### config.mk
export PLATFORM = sky130hd
export DESIGN_NAME = descrambler_lock_ctrl
export DESIGN_NICKNAME = d
export VERILOG_FILES = /design/src/rtl/descrambler_lock_ctrl.sv
export SDC_FILE = /design/constraint.sdc
export NUM_CORES = 1
export LEC_CHECK = 0
export ABC_AREA = 1
export CORE_UTILIZATION = 55
export CTS_BUF_LIST = sky130_fd_sc_hd__clkbuf_4 sky130_fd_sc_hd__clkbuf_8
export DETAILED_ROUTE_END_ITERATION = 10
export PLACE_DENSITY_LB_ADDON = 0.12
export SLEW_MARGIN = 25
export SYNTH_ARGS = -nofsm -noshare
export SYNTH_HDL_FRONTEND = slang
export SYNTH_SLANG_ARGS = --single-unit
export TNS_END_PERCENT = 50
### constraint.sdc
create_clock -name USER_CLK -period 2.95 [get_ports USER_CLK]
set_clock_uncertainty 0.2 [all_clocks]
set_input_delay 0.4425 -clock USER_CLK [delete_from_list [all_inputs] [get_ports USER_CLK]]
set_output_delay 0.4425 -clock USER_CLK [all_outputs]
set_load 0.005 [all_outputs]
### src/rtl/descrambler_lock_ctrl.sv
// Lane bring-up controller: sequences block sync and descrambler lock, retries
// acquisition with a holdoff between attempts, and gives up after MAX_RETRIES.
module descrambler_lock_ctrl #(
  parameter int LOCK_TIMEOUT   = 256,
  parameter int HOLDOFF_CYCLES = 16,
  parameter int MAX_RETRIES    = 4
) (
  input  logic       USER_CLK,
  input  logic       SYSTEM_RESET_N,
  input  logic       ENABLE,
  input  logic       BLOCK_LOCK,
  input  logic       DESCR_LOCKED,
  output logic       DESCR_DATA_VALID,
  output logic       DESCR_PASSTHROUGH,
  output logic       LANE_UP,
  output logic       LANE_FAIL,
  output logic [3:0] RETRY_CNT,
  output logic [7:0] LOSS_CNT,
  output logic [2:0] STATE
);

  localparam int TIMER_MAX = (LOCK_TIMEOUT > HOLDOFF_CYCLES) ? LOCK_TIMEOUT : HOLDOFF_CYCLES;
  localparam int TW        = $clog2(TIMER_MAX) + 1;

  localparam logic [TW-1:0] ACQ_LAST   = TW'(LOCK_TIMEOUT - 1);
  localparam logic [TW-1:0] HOLD_LAST  = TW'(HOLDOFF_CYCLES - 1);
  localparam logic [TW-1:0] TIMER_ONE  = TW'(1);
  localparam logic [3:0]    RETRY_LAST = 4'(MAX_RETRIES - 1);

  typedef enum logic [2:0] {
    IDLE       = 3'd0,
    WAIT_BLOCK = 3'd1,
    ACQUIRE    = 3'd2,
    UP         = 3'd3,
    HOLDOFF    = 3'd4,
    FAIL       = 3'd5
  } state_t;

  state_t        state_q, state_d;
  logic [TW-1:0] timer_q, timer_d;
  logic [3:0]    retry_q, retry_d;
  logic [7:0]    loss_q,  loss_d;

  always_ff @(posedge USER_CLK or negedge SYSTEM_RESET_N) begin
    if (!SYSTEM_RESET_N) begin
      state_q <= IDLE;
      timer_q <= '0;
      retry_q <= '0;
      loss_q  <= '0;
    end else begin
      state_q <= state_d;
      timer_q <= timer_d;
      retry_q <= retry_d;
      loss_q  <= loss_d;
    end
  end

  // The timer is cleared on every entry into ACQUIRE or HOLDOFF, so it is
  // only ever compared against the limit of the state that cleared it.
  always_comb begin
    state_d = state_q;
    timer_d = timer_q;
    retry_d = retry_q;
    loss_d  = loss_q;
    if (!ENABLE) begin
      state_d = IDLE;
      timer_d = '0;
      retry_d = '0;
    end else begin
      case (state_q)
        IDLE: begin
          state_d = WAIT_BLOCK;
        end
        WAIT_BLOCK: begin
          if (BLOCK_LOCK) begin
            state_d = ACQUIRE;
            timer_d = '0;
          end
        end
        ACQUIRE: begin
          timer_d = timer_q + TIMER_ONE;
          if (DESCR_LOCKED) begin
            state_d = UP;
            retry_d = '0;
          end else if (!BLOCK_LOCK) begin
            state_d = WAIT_BLOCK;
          end else if (timer_q == ACQ_LAST) begin
            retry_d = retry_q + 4'd1;
            timer_d = '0;
            state_d = (retry_q == RETRY_LAST) ? FAIL : HOLDOFF;
          end
        end
        UP: begin
          if (!DESCR_LOCKED || !BLOCK_LOCK) begin
            state_d = HOLDOFF;
            timer_d = '0;
            if (loss_q != 8'hFF) loss_d = loss_q + 8'd1;
          end
        end
        HOLDOFF: begin
          if (timer_q == HOLD_LAST) begin
            state_d = WAIT_BLOCK;
            timer_d = '0;
          end else begin
            timer_d = timer_q + TIMER_ONE;
          end
        end
        FAIL: begin
          state_d = FAIL;
        end
        default: begin
          state_d = IDLE;
          timer_d = '0;
        end
      endcase
    end
  end

  // Moore outputs, decoded from registered state only.
  always_comb begin
    DESCR_DATA_VALID  = (state_q == ACQUIRE) || (state_q == UP);
    DESCR_PASSTHROUGH = !((state_q == ACQUIRE) || (state_q == UP));
    LANE_UP           = (state_q == UP);
    LANE_FAIL         = (state_q == FAIL);
    RETRY_CNT         = retry_q;
    LOSS_CNT          = loss_q;
    STATE             = state_q;
  end

endmodule

Word-level counts from Yosys, hierarchy flattened
Index checks and enable logic that the tools add are counted.

storage, ports and cells
  flip-flop bits (word level) = 24
  word-level logic and storage cells = 57

operators by class
  add/subtract/negate cells = 3
  equal/unequal tests = 17
  mux-type cells = 22
  reductions and logical operators = 11

operator list
  cell                                            count
  two-way mux 9 bit                               7
  one-hot mux 9 bit (5 select lines)              1
  two-way mux 3 bit                               7
  two-way mux 4 bit                               5
  one-hot mux 3 bit (6 select lines)              1
  adder 9 x 1 -> 9 bit (second input constant)    1
  == test 9 x 4 -> 1 bit (second input constant)  1
  == test 9 x 8 -> 1 bit (second input constant)  1
  adder 8 x 1 -> 8 bit (second input constant)    1
  != test 8 bit (second input constant)           1
  AND reduction 4 bit                             2
  == test 3 x 2 -> 1 bit (second input constant)  2
  == test 3 bit (second input constant)           2
  != test 3 x 1 -> 1 bit (second input constant)  2
  != test 3 bit (second input constant)           2
  AND reduction 3 bit                             2
  != test 5 bit (second input constant)           1
  adder 4 x 1 -> 4 bit (second input constant)    1
  == test 4 x 2 -> 1 bit (second input constant)  1
  == test 3 x 1 -> 1 bit (second input constant)  1
  zero test 1 bit                                 3
  zero test 3 bit                                 1
  != test 3 x 2 -> 1 bit (second input constant)  1
  logical OR 1 bit                                2
  other kinds (4)                                 4

Logic depth before layout (Yosys ltp)
Gate-level depths: netlist (run 1).

  word-level depth = 7
  gate-level depth with buffers = 13

Least setup slack after synthesis (run 1)
Ideal clock, no wire load.

  path type = register -> register
  start = register timer_q[0]
  end = register timer_q[3]
  library setup time = 113 ps
  data arrival time = 1,688 ps
  required time = 2,637 ps
  setup slack = 950 ps
  stages on the path, launching flop included = 14
  buffers on the path = 0
  period minus slack after synthesis = 2,000 ps
  cells stage by stage = dfrtp_1 ha_1 nand3_1 nor3_1 nand2_1 inv_1 ha_1 inv_1 o21ai_2 nand2_2 nand2_1 nand2_1 nand2_1 inv_1

on the way
  word-level cells in the longest chain between the ends = 6
  elaborated cells between the ends (all ways) = 9

ends and longest elaborated chain
  what                                                                   RTL line     RTL
  start, declared                                                        40           logic [TW-1:0] timer_q, timer_d;
  start signal, assigned                                                 52           timer_q <= timer_d;
  adder 9 x 1 -> 9 bit / == test 9 x 8 -> 1 bit (equally long branches)  81, 105, 87
  two-way mux 9 bit                                                      87           end else if (timer_q == ACQ_LAST) begin
  two-way mux 9 bit                                                      85           end else if (!BLOCK_LOCK) begin
  two-way mux 9 bit                                                      82           if (DESCR_LOCKED) begin
  one-hot mux 9 bit (5 select lines) *                                   70           case (state_q)
  two-way mux 9 bit *                                                    65           if (!ENABLE) begin

Every way passes the cells marked *; elsewhere a longest branch is shown, timed or not.
A chain may end at the register's enable or synchronous reset.

Final worst setup path (run 1)
  start = register state_q[0], in the netlist STATE[0]
  end = output LANE_FAIL

on the way
  word-level cells in the longest chain between the ends = 1

ends and longest elaborated chain
  what                    RTL line  RTL
  start, declared         39        state_t state_q, state_d;
  start signal, assigned  51        state_q <= state_d;
  == test 3 bit           124       LANE_FAIL = (state_q == FAIL);
  end, declared           16        output logic LANE_FAIL,

No other way between the ends.

==> results of run 1 <==
flip-flops by register name, indices dropped and copies added (netlist names):
signal,count
timer_q,9
STATE,3
LOSS_CNT,8
RETRY_CNT,4
worst max-delay path, cell delays in order, from the launching register on:
cell and delay (ns):
dfrtp_1 0.43, inv_2 0.09, nor2_1 0.16, nand2_1 0.10, inv_1 0.06, clkdlybuf4s50_1 0.48
area by class of cell:
cell class / instances / area (sq um)
inverter: 32 / 123
timing repair buffer: 25 / 245
multi-input combinational: 175 / 910
fill: 240 / 866
tap: 31 / 38.8
clock buffer: 3 / 22.5
sequential: 24 / 601
kinds of logic after synthesis:
kind of cell             after synthesis
adder cells (fa/ha/maj)                5
flip-flops                            24
XOR/XNOR                               9
AND/OR/NAND/NOR                      138
buffers and inverters                 35
AO/OA/AOI/OAI                         23
power by group through the flow:
stage          Sequential (uW)  Combinational, uW  Clock, uW
2_1_floorplan              469                333          0
3_3_place_gp               475                541          0
3_5_place_dp               477                547          0
4_1_cts                    470                548        153
5_1_grt                    481                619        160
6_report                   471                544        141
layout by cell type, fill, tap and decap left out, drive strengths merged:
master         Yosys  layout
clkbuf             0       3
o21ai             16      16
nor2              25      25
dfrtp             24      24
nand3             21      21
xnor2              2       2
a31oi              1       1
ha                 5       5
a21oi              5       5
inv               32      32
nor3               4       4
nand2             82      82
buf                3       2
nand4              5       5
nor3b              1       1
xor2               7       7
o22ai              1       1
clkdlybuf4s50      0      23
per-layer routing:
layer | track usage (%) | part of all wire (%)
met4 | 8.36 | 1.6
met1 | 30.6 | 48
met3 | 3.23 | 5.1
met2 | 40.1 | 46
met5 | 0 | 0
path summary, 6_finish.rpt:
check                               startpoint  slack, ns            to
worst max-delay path                  STATE[0]       0.67     LANE_FAIL
worst min-delay path            SYSTEM_RESET_N       0.26  RETRY_CNT[0]
worst max register to register      timer_q[0]       0.73    timer_q[3]
worst min register to register      timer_q[1]       0.33    timer_q[1]
max in group asynchronous       SYSTEM_RESET_N       2.04    timer_q[3]
min in group USER_CLK               timer_q[1]       0.33    timer_q[1]
stage by stage:
stage	cells	util, %	setup slack, ns
2_1_floorplan	234	-	0.950
3_3_place_gp	287	68.3	0.740
3_5_place_dp	287	68.3	0.726
4_1_cts	290	69.1	0.638
5_1_grt	290	69.1	0.425
6_report	290	69.1	0.667
Yosys cell counts (4+ instances only):
| cell | instances | area (sq um) |
|---|---|---|
| nand2_2 | 4 | 25.0 |
| inv_1 | 27 | 101 |
| nand4_1 | 5 | 31.3 |
| nor2_1 | 20 | 75.1 |
| o21ai_1 | 4 | 20.0 |
| a21oi_1 | 5 | 25.0 |
| nand3_1 | 20 | 100 |
| nor3_1 | 4 | 20.0 |
| nor2_4 | 5 | 56.3 |
| inv_2 | 4 | 15.0 |
| xor2_1 | 7 | 61.3 |
| o21ai_0 | 9 | 45.0 |
| dfrtp_1 | 24 | 601 |
| nand2_1 | 77 | 289 |
| ha_1 | 5 | 62.6 |
==> metrics.txt, run 1 <==
Max Cap Violations=0; RSZ-0062 raised after global routing=no; XOR/XNOR share of the synthesized area=4.78%; Num CTS Buffers=3; GRT Util Overall=23.6%; Worst-path clk slew=0.13 ns; Yosys cell types=25; Final #Nets=271; Lkg Pwr=0.000989 uW; Simple-Gate Fraction of Synth Area=38.0%; proportion of synthesized area in mux cells=0%; Clk pwr share=12.2%; Final Total Pwr=1160 uW; Synth async-reset ratio=100%; post-synthesis compound-gate area fraction=8.66%; root buffer cell=clkbuf_4; Int Power=694 uW; critical path data arrival time=1.64 ns; core area=2810 sq um; Ys Warns=0; fraction of the mapped netlist area in adder cells=3.80%; placed cell areas=1920 sq um; Top FF cell, synth=dfrtp_1; DR vias/cell=5.28; Post-synth EDFFs=0; number of diodes=0; H-tree levels=1; Net Sw Power=462 uW; CP Max Fanout=6; Max Clk Rate=0.438 GHz; Final Hold Vio Count=0; Pre-Repair DR Iteration Count=7; Reg2Reg Depth=13; DP Wirelength=2550 um; WS Path Type=reg -> out; DIE WIDTH=56.7 um; Routed Wire Length=3230 um; Cell Area, Synth=1650 sq um; largest net degree at the start of global routing=25; syn avg cell area=7.04 sq um; Syn Nets=244; first-pass GRT wire length=5930 um; Sequential Power Share=40.7%; hold slack=0.261 ns; Row Count=19; worst hold path class=in -> async; Initial Util=58.7%; outcome=complete, but fails checks; power per cell area=596 nW/um^2; DR WL/cell=11.1 um; number of global-route vias before repair=1391; cell area after layout=1940 sq um; Port Buffers=23; share of post-route cells with drive strength above 1=9.65%; violated checks=design-rule violations; final setup TNS=0 ns; die area=3220 sq um; gr ovfl total=0; Area Overhead vs Synth=17.7%; # resized after CTS=0; Initial DRC Count=117; largest family of logic cells by synthesized area=simple AND/OR/NAND/NOR gates; Clk Latency, worst-skew pair=0.32 ns; final max-slew violation count=0; Seq cells post-synth=24; antenna viol nets, final=0; Slew @ Worst Pin=0.454 ns; drt drc=6; Tcrit/Tclk final=77.4%; Final setup viols=0; Post-CTS Setup Repair Bufs=0; num ports=24; critical path startpoint category=register; Rel. slew slack=69.6%; Seq/Total Area, Yosys=36.4%; Routability Congestion=0.860; CTS Hold Bufs=0; critical path endpoint category=output pin; TritonCTS clock tree=yes; Gate Count Post-Synth=234; Max Buffers Root-to-Sink=2; clock sinks=24; Vias=1532; Die Span Y=56.7 um; worst vdd ir=0.378 mV; minimum clock period=2.28 ns; antenna violations before repair=0; Logic pwr share=47.1%; WP data required=2.31 ns; sw frac=40.0%
No activity file was read; power rests on OpenSTA's default activity.
==> run 2: changes to the inputs <==
--- a/config.mk
+++ b/config.mk
@@ -6,7 +6,7 @@
 export NUM_CORES = 1
 export LEC_CHECK = 0
 export ABC_AREA = 1
-export CORE_UTILIZATION = 55
+export CORE_UTILIZATION = 51
 export CTS_BUF_LIST = sky130_fd_sc_hd__clkbuf_4 sky130_fd_sc_hd__clkbuf_8
 export DETAILED_ROUTE_END_ITERATION = 10
 export PLACE_DENSITY_LB_ADDON = 0.12
==> constraint.sdc (replaced) <==
create_clock -name USER_CLK -period 1.85 [get_ports USER_CLK]
set_clock_uncertainty 0.2 [all_clocks]
set_input_delay 0.2775 -clock USER_CLK [delete_from_list [all_inputs] [get_ports USER_CLK]]
set_output_delay 0.2775 -clock USER_CLK [all_outputs]
set_load 0.005 [all_outputs]
==> run 2 against run 1 <==
Effect of this change: the run ends with negative setup slack left; clock power grew to 2.8 times the previous value; setup slack lost 0.79 ns; sequential share of layout area shrank 5.3 points; cell count grew 17%; combinational power grew 110%.
==> metrics.txt, run 2 (synthesized netlist as in run 1, its figures left out) <==
Slew @ Worst Pin=0.334 ns (-0.120 ns); antenna violations before repair=0 (unchanged); Cell Chain, Critical Path=ha_2, nand3_2, nor3_4, nand2_2, inv_2, ha_4, nor2_4, nor2_2, o22ai_2, buf_6, o21ai_4; largest net degree at the start of global routing=25 (unchanged); Die Span Y=58.8 um (+3.7%); Routed Wire Length=4090 um (+27%); power per cell area=979 nW/um^2 (+64%); critical path's slowest cell=dfrtp_1; core area=3050 sq um (+8.8%); RR Startpoint=timer_q[0]; DP Worst Slack=-0.180 ns (-0.906 ns); critical path startpoint category=register; # fillers=231 (-3.8%); Vias=1717 (+12%); placed cells=323 (+13%); outcome=complete, but fails checks; violated checks=negative setup slack; Tcrit/Tclk final=107%; WP data required=1.93 ns (-0.38 ns); critical path endpoint category=register; Area Overhead vs Synth=42.4%; Lkg Pwr=0.00124 uW (+25%); number of flip-flops in the largest register=9 (unchanged); Max Cap Violations=0 (unchanged); Top reg by flops=timer_q; Routability Congestion=0.891 (+3.7%); final worst slack=-0.123 ns (-0.791 ns); RSZ-0062 raised after global routing=yes; share of post-route cells with drive strength above 1=28.6% (+19 points); family with the most delay on the worst path=simple AND/OR/NAND/NOR gates; DR WL/cell=12.1 um (+8.8%); first-pass GRT wire length=6670 um (+13%); root buffer cell=clkbuf_4; DR vias/cell=5.08 (-3.8%); Initial Util=54.0% (-4.8 points); worst vdd ir=0.684 mV (+81%); Critical Path Max Stage Delay=0.38 ns (-0.10 ns); Final Hold Vio Count=0 (unchanged); number of diodes=0 (unchanged); Pre-Repair DR Iteration Count=4 (-3); TritonCTS clock tree=yes; gr ovfl total=0 (unchanged); commonest non-fill, non-tap cell in the layout=nand2_1; final max-slew violation count=0 (unchanged); GRT Util Overall=25.2% (+1.7 points); critical path data arrival time=2.05 ns (+0.41 ns); Port Buffers=23 (unchanged); Rel. slew slack=77.6% (+7.9 points); DP Wirelength=2850 um (+12%); sequential cell area=603 sq um (+0.42%); Row Count=20 (+1); crit path from=timer_q[0]; worst hold path class=in -> async; worst path buffer plus inverter count=2 (-1); Final setup viols=13 (+13); number of global-route vias before repair=1572 (+13%); Worst-path clk slew=0.15 ns (+0.02 ns); H-tree levels=1 (unchanged); die area=3460 sq um (+7.6%); most frequent cells in the layout=nand2_1 (71), buf_4 (34), inv_1 (25); Max Buffers Root-to-Sink=2 (unchanged); Final #Nets=305 (+13%); Max Clk Rate=0.507 GHz; DIE WIDTH=58.8 um (+3.7%); CTS Hold Bufs=0 (unchanged); antenna viol nets, final=0 (unchanged); clock sinks=24 (unchanged); CP Max Fanout=4 (-2); Clk Latency, worst-skew pair=0.34 ns (+0.02 ns); Initial DRC Count=105 (-10%); drt drc=0 (-6); multi-input logic area=1010 sq um (+11%); Num CTS Buffers=3 (unchanged); minimum clock period=1.97 ns; WS Path Type=reg -> reg; num ports=24 (unchanged); final std cells w/o fill=338 (+17%)
run 2: stage by stage:
| stage | utilization [%] | total power (uW) | hold slack (ns) | cell area [sq um] | TNS [ns] |
|---|---|---|---|---|---|
| after floorplan | - | 1280 | -0.218 | 1670 | -0.503 |
| after global placement | 69.8 | 1710 | 0.319 | 2130 | -0.483 |
| after detailed placement | 69.8 | 1720 | 0.325 | 2130 | -1.50 |
| after CTS | 74.4 | 2230 | 0.0824 | 2270 | -0.821 |
| after global routing | 76.9 | 2450 | 0.0993 | 2350 | -3.25 |
| final | 76.9 | 2300 | 0.0707 | 2350 | -0.996 |
run 2: path summary, 6_finish.rpt:
path / cells past startpoint / end / slack, ns
setup / recovery: 11 / RETRY_CNT[0] / -0.12
hold / removal: 2 / RETRY_CNT[2] / 0.07
setup reg to reg: 11 / RETRY_CNT[0] / -0.12
hold reg to reg: 2 / LOSS_CNT[1] / 0.36
max in group asynchronous: 2 / STATE[1] / 1.11
min in group USER_CLK: 2 / LOSS_CNT[1] / 0.36
run 2: worst register-to-register path: cells and delay by family (launching register included):
kind | cells | cell delay, ns
AO/OA/AOI/OAI | 2 | 0.25
adder cells (fa/ha/maj) | 2 | 0.35
flip-flops | 1 | 0.38
AND/OR/NAND/NOR | 5 | 0.51
buffers and inverters | 2 | 0.21
run 2: timing repair:
action,4_1_cts,5_1_grt
endpoints found under the setup margin,19,26
pin swaps,10,7
setup buffers,10,1
resized for setup,14,20
run 2: area by class of cell:
| class | count | area share, % |
|---|---|---|
| multi-input cells | 175 | 42.9 |
| flip-flops and latches | 24 | 25.7 |
| repair buffers | 59 | 21.6 |
| inverters | 32 | 5.22 |
| well taps | 44 | 2.35 |
| clock inverters | 1 | 1.28 |
| clock buffers | 3 | 0.959 |
run 2: report_power, final:
| group | leakage, uW | total (uW) | internal (uW) | switching [uW] |
|---|---|---|---|---|
| Combinational | 0.000891 | 1160 | 570 | 590 |
| Clock | 0.0000279 | 400 | 220 | 180 |
| Sequential | 0.000317 | 737 | 627 | 110 |
run 2: metal layers:
| layer | global-route usage, % | part of all wire [%] | vias to the layer above |
|---|---|---|---|
| li1 | - | - | 863 |
| met1 | 31.8 | 44 | 789 |
| met2 | 42.9 | 49 | 53 |
| met3 | 3.74 | 4.3 | 12 |
| met4 | 10.9 | 2.2 | 0 |
| met5 | 0 | 0 | - |
==> run 3: changes to the inputs <==
--- a/config.mk
+++ b/config.mk
@@ -8,6 +8,7 @@
 export ABC_AREA = 1
 export CORE_UTILIZATION = 51
 export CTS_BUF_LIST = sky130_fd_sc_hd__clkbuf_4 sky130_fd_sc_hd__clkbuf_8
+export CTS_CLUSTER_DIAMETER = 60
 export DETAILED_ROUTE_END_ITERATION = 10
 export PLACE_DENSITY_LB_ADDON = 0.12
 export SLEW_MARGIN = 25
==> results of run 3 <==
The final DEF is identical to that of run 2; final timing and power are the same.
